==> src/rtl/input_conditioner.sv <==
// rtl/input_conditioner.sv - per-channel synchronizer, debouncer, edge, toggle and hold detection
module input_conditioner #(
  parameter int CHANNELS      = 8,
  parameter int STABLE_CYCLES = 1000000,
  parameter int HOLD_CYCLES   = 50000000
) (
  input  logic                clk,
  input  logic                reset_n,
  input  logic [CHANNELS-1:0] noisy,
  output logic [CHANNELS-1:0] clean,
  output logic [CHANNELS-1:0] rise,
  output logic [CHANNELS-1:0] fall,
  output logic [CHANNELS-1:0] toggle,
  output logic [CHANNELS-1:0] held,
  output logic                any_rise
);

  localparam int SW = $clog2(STABLE_CYCLES);
  localparam int HW = $clog2(HOLD_CYCLES + 1);
  localparam logic [SW-1:0] STABLE_LAST = SW'(STABLE_CYCLES - 1);
  localparam logic [HW-1:0] HOLD_MAX    = HW'(HOLD_CYCLES);

  for (genvar g = 0; g < CHANNELS; g++) begin : g_ch
    logic          sync1_q, sync2_q;
    logic          clean_q, clean_d;
    logic          rise_q, fall_q, toggle_q;
    logic          accept;
    logic [SW-1:0] stab_q, stab_d;
    logic [HW-1:0] hold_q, hold_d;

    always_comb begin
      accept = 1'b0;
      stab_d = '0;
      if (sync2_q != clean_q) begin
        if (stab_q == STABLE_LAST) begin
          accept = 1'b1;
        end else begin
          stab_d = stab_q + SW'(1);
        end
      end
      clean_d = accept ? sync2_q : clean_q;

      // Keyed on the next clean value so held drops on the same edge as fall.
      hold_d = '0;
      if (clean_d) begin
        hold_d = (clean_q && (hold_q != HOLD_MAX)) ? hold_q + HW'(1) : hold_q;
      end
    end

    always_ff @(posedge clk or negedge reset_n) begin
      if (!reset_n) begin
        sync1_q  <= 1'b0;
        sync2_q  <= 1'b0;
        clean_q  <= 1'b0;
        rise_q   <= 1'b0;
        fall_q   <= 1'b0;
        toggle_q <= 1'b0;
        stab_q   <= '0;
        hold_q   <= '0;
      end else begin
        sync1_q  <= noisy[g];
        sync2_q  <= sync1_q;
        clean_q  <= clean_d;
        rise_q   <= accept & sync2_q;
        fall_q   <= accept & ~sync2_q;
        toggle_q <= toggle_q ^ (accept & sync2_q);
        stab_q   <= stab_d;
        hold_q   <= hold_d;
      end
    end

    assign clean[g]  = clean_q;
    assign rise[g]   = rise_q;
    assign fall[g]   = fall_q;
    assign toggle[g] = toggle_q;
    assign held[g]   = (hold_q == HOLD_MAX);
  end

  assign any_rise = |rise;

endmodule

==> config.mk <==
export PLATFORM = sky130hd
export DESIGN_NAME = input_conditioner
export DESIGN_NICKNAME = d
export VERILOG_FILES = /design/src/rtl/input_conditioner.sv
export SDC_FILE = /design/constraint.sdc
export NUM_CORES = 1
export LEC_CHECK = 0
export ABC_AREA = 1
export CELL_PAD_IN_SITES_DETAIL_PLACEMENT = 0
export CELL_PAD_IN_SITES_GLOBAL_PLACEMENT = 1
export CORE_UTILIZATION = 45
export DETAILED_ROUTE_END_ITERATION = 8
export HOLD_SLACK_MARGIN = 0.12
export PLACE_DENSITY_LB_ADDON = 0.15
export SETUP_SLACK_MARGIN = 0.05
export SYNTH_ARGS = -nofsm -noshare
export SYNTH_HDL_FRONTEND = slang
export SYNTH_SLANG_ARGS = --single-unit
==> constraint.sdc <==
create_clock -name clk -period 2.11 [get_ports clk]
set_input_delay 0.211 -clock clk [delete_from_list [all_inputs] [get_ports clk]]
set_output_delay 0.211 -clock clk [all_outputs]
set_load 0.005 [all_outputs]
After elaboration in Yosys (flattened, before gate mapping)
Cells that the tools add are included.
{"block": "totals", "input_bits": 10, "regBits": 416, "out_inout_bits": 41}
{"block": "classes", "reduce_logical": 9, "addsub": 16, "bitwise": 32, "n_eq_ne": 40, "n_mux": 56}
{"cell": "2-to-1 mux 26 bit", "count": 16}
{"cell": "2-to-1 mux 20 bit", "count": 16}
{"cell": "adder 26 x 1 -> 26 bit (second input constant)", "count": 8}
{"cell": "equality test 26 bit (second input constant)", "count": 8}
{"cell": "!= test 26 bit (second input constant)", "count": 8}
{"cell": "adder 20 x 1 -> 20 bit (second input constant)", "count": 8}
{"cell": "equality test 20 bit (second input constant)", "count": 8}
{"cell": "2-to-1 mux 1 bit", "count": 24}
{"cell": "bitwise AND 1 bit", "count": 16}
{"cell": "!= test 2 x 1 -> 1 bit (second input constant)", "count": 8}
{"cell": "logical AND 1 bit", "count": 8}
{"cell": "!= test 1 bit", "count": 8}
{"cell": "NOT 1 bit", "count": 8}
{"cell": "OR reduction 8 bit", "count": 1}
{"cell": "bitwise XOR 1 bit", "count": 8}

Logic depth before layout (Yosys ltp)
Gate-level depths: netlist of the first run.
{"block": "logic_depth", "ltp_word": 5, "depth_mapped": 12}

Worst setup path before layout of the first run
No wires, ideal clock.
{"block": "synth_timing", "path_type": "register to register", "from": "reg g_ch[5].stab_q[0]", "to": "reg g_ch[5].hold_q[2]", "path_stages_with_launch": 11, "t_arrival_ps": 1465, "setup_time_ps": 117, "path_buffers": 2, "synth_period_minus_slack_ps": 1582, "path_slack_ps": 528, "path_cell_list": "dfrtp_1 > ha_1 > nand3_2 > nor3_4 > nand3_2 > nand2_1 > nand2_2 > buf_6 > buf_6 > nand3_2 > nand2_1"}
{"block": "synth_via", "elab_chain_cells": 5}
{"item": "from (decl)", "line_no": "28", "rtl": "logic [SW-1:0] stab_q, stab_d;"}
{"item": "from (signal assigned)", "line_no": "67", "rtl": "stab_q <= stab_d;"}
{"item": "equality test 20 bit (*)", "line_no": "35", "rtl": "if (stab_q == STABLE_LAST) begin"}
{"item": "2-to-1 mux 1 bit (*)", "line_no": "35"}
{"item": "2-to-1 mux 1 bit (*)", "line_no": "34", "rtl": "if (sync2_q != clean_q) begin"}
{"item": "2-to-1 mux 1 bit (*)", "line_no": "41", "rtl": "clean_d = accept ? sync2_q : clean_q;"}
{"item": "!= test 2 x 1 -> 1 bit (no source line) / 2-to-1 mux 26 bit (equally long branches)"}
{"item": "to (signal assigned)", "line_no": "68", "rtl": "hold_q <= hold_d;"}
{"item": "to (decl)", "line_no": "29", "rtl": "logic [HW-1:0] hold_q, hold_d;"}
Every way passes the cells marked *; elsewhere a longest branch is shown, timed or not.
A chain may end at the register's enable or synchronous reset.

Worst setup path after layout of the first run
{"block": "layout_timing", "from": "reg g_ch[2].hold_q[0]", "to": "out held[2]"}
{"block": "layout_via", "elab_chain_cells": 1}
{"item": "from (decl)", "line_no": "29"}
{"item": "from (signal assigned)", "line_no": "68"}
{"item": "equality test 26 bit", "line_no": "76", "rtl": "assign held[g] = (hold_q == HOLD_MAX);"}
{"item": "to (decl)", "line_no": "14", "rtl": "output logic [CHANNELS-1:0] held,"}
No other way between the ends.

==> results of run 1 <==
-- Yosys cell counts, drive strengths merged --
cell	instances
a31oi	5
xor2	127
buf	113
nor4	8
dfrtp	416
nor3b	19
nand4	68
nand3	502
nand3b	94
nor3	101
a21oi	44
o21ai	19
or2	1
o21a	1
a211oi	6
and2	2
o21bai	3
and3	3
clkbuf	4
nand2	1003
xnor2	26
nor2	669
ha	24
inv	431
-- logic make-up (layout without fill, tap and decap cells) --
family,Yosys count,in the layout,share of synthesized area
buffers and inverters,548,697,0.0956
AND/OR/NAND/NOR,2470,2470,0.424
flip-flops,416,416,0.401
adder cells (fa/ha/maj),24,24,0.0116
XOR/XNOR,153,153,0.0516
AO/OA/AOI/OAI,78,78,0.0165
-- layer usage --
metal	part of all wire	routed length [um]	vias to the layer above
met4	0.021	1320	0
met2	0.47	29800	309
met3	0.032	1980	83
met5	0	0	-
li1	-	-	11900
met1	0.47	29700	10900
-- path summary, 6_finish.rpt --
path,start,endpoint,slack (ns),cells after the start
max,g_ch[2].hold_q[0]$_DFFE_PN0P_,held[2],0.11,6
min,noisy[2],g_ch[2].sync1_q$_DFF_PN0_,0.15,1
max reg2reg,g_ch[6].hold_q[0]$_DFFE_PN0P_,g_ch[6].hold_q[0]$_DFFE_PN0P_,0.13,14
min reg2reg,g_ch[3].sync1_q$_DFF_PN0_,g_ch[3].sync2_q$_DFF_PN0_,0.35,0
max in group asynchronous,reset_n,g_ch[2].hold_q[13]$_DFFE_PN0P_,0.83,4
min in group asynchronous,reset_n,g_ch[0].stab_q[11]$_DFF_PN0_,0.62,3
-- power groups by stage --
stage	clock network, mW	registers, mW	logic, mW
floorplan	0	8.21	0.124
global placement	0	8.21	0.388
detailed placement	0	8.22	0.397
CTS	8.97	8.07	0.417
global route	9.26	8.07	0.465
finish	8.67	8.07	0.396
-- flip-flops by register name, indices dropped and copies added (netlist names) --
register,count
g_ch.hold_q,208
g_ch.stab_q,160
g_ch.clean_q,8
g_ch.fall_q,8
g_ch.rise_q,8
g_ch.sync1_q,8
g_ch.sync2_q,8
g_ch.toggle_q,8
-- what timing repair did --
action                                 CTS  global route
hold buffers                             9             0
endpoints found under the hold margin  422             0
pin swaps                               19            23
setup endpoints to repair               10           124
setup buffers                           51            17
gates resized for setup                 56            56
gates cloned                             0             1
-- worst max-delay path: stages (launching register included) --
cell,delay (ns)
dfrtp_1,0.39
inv_2,0.09
ha_4,0.13
nand3_2,0.09
nand3b_1,0.19
nor2_2,0.16
buf_2,0.14
-- final cells by class --
class	count	area (um^2)
fill	5509	27200
sequential	416	10400
inverter	431	1630
clock buffer	71	1470
timing repair buffer	178	1660
multi-input combinational	2725	13200
tap	756	946
clock inverter	17	174
==> results_dict.tcl, run 1 <==
set metrics [dict create \
    seq_area_frac_synth 0.401 \
    tightest_slew_ns 0.542 \
    met3_usage 0.0255 \
    p_total_mw 17.1 \
    post-route-util 0.521 \
    use_met1 0.291 \
    final_common_cell "nand2_1" \
    place_ws_ns 0.127 \
    dp.cells 4429 \
    grt_use_met2 0.365 \
    viasPerCell 5.04 \
    hp-class "in -> reg" \
    setup_ws_ns 0.113 \
    setup_tns_ns 0 \
    synth_area_mm2 0.0260 \
    placedInstanceArea_mm2 0.0271 \
    fmax_ghz 0.501 \
    synth_cell_types 39 \
    rsz0062_at_grt "true" \
    insertion_delay_ns 0.59 \
    postRouteAntennaNets 0 \
    fin_area_mm2 0.0295 \
    clock_sinks 416 \
    ys_top_cells_by_area "dfrtp_1 (40%), nand2_1 (14%), nor2_1 (9.4%)" \
    num_vias 23200 \
    place_congestion 0.885 \
    power_switching_mw 3.80 \
    rows 87 \
    ir_worst_vdd_mv 0.707 \
    routed_wl_um 62800 \
    areaGrowthSynthToFinish_pct 13.8 \
    hold_viol_final 0 \
    nets 3835 \
    period_needed_ns 2.00 \
    dr.pass1.iters 6 \
    endpoint_kind "primary output" \
    start_util 0.458 \
    grt_pass1_vias 22400 \
    synth_top_area_share 0.401 \
    finalCritPeriodShare 0.946 \
    port_buffers 50 \
    fp.dieW_um 242 \
    cp.required_ns 1.90 \
    power_leakage_nw 13.7 \
    synth_nets 3723 \
    drv_cap 0 \
    path_class "reg -> out" \
    p_per_area_mw_per_mm2 580 \
    gr-max-usage-layer "met2" \
    synth_area_leader_cell "dfrtp_1" \
    clockRootBuffer "clkbuf_16" \
    drive_above_1_share 0.0951 \
    final_cell_mix "nand2_1 (975), nor2_1 (634), nand3_1 (477)" \
    grt_pass1_wl_um 108000 \
    cts_buffer_depth 3 \
    cts_buffers 49 \
    io_pins 51 \
    ys_ff_latch 416 \
    htreeDepth 2 \
    start_kind "register" \
    drc 0 \
    dieArea_mm2 0.0587 \
    slew_headroom 0.638 \
    core_mm2 0.0567 \
    setup_violations 0 \
    hpwl_um 43600 \
    p_clk_frac 0.506 \
    netlist_instances 3689 \
    p_seq_frac 0.471 \
    yosysWarnings 0 \
    swShare 0.222 \
    cts_tree "built" \
    path_clk_slew_ns 0.06 \
    drv_slew 0 \
    status "completed" \
    drtIter0Drc 1376 \
    grt_max_degree 72 \
    p_int_mw 13.3 \
    antenna_cells 0 \
    fin_skew_ns 0.0200 \
    path_max_fanout 3 \
    wl_per_cell_um 13.7 \
    hold_ws_ns 0.147 \
    comb_power_share 0.023 \
    critPathArrivalTime_ns 1.79 \
    overflow 0 \
    die_h_um 242 \
    final_cells 4594 \
    syn_avg_cell_area_um2 7.04 \
    track_usage 0.216 \
    antenna_found_initial 0 \
]
No activity file was read; power rests on OpenSTA's default activity.
==> run 2, diff against run 1 <==
- SLEW_MARGIN: default -> 20
==> results of run 2 <==
The final DEF is identical to that of run 1; final timing and power are the same.
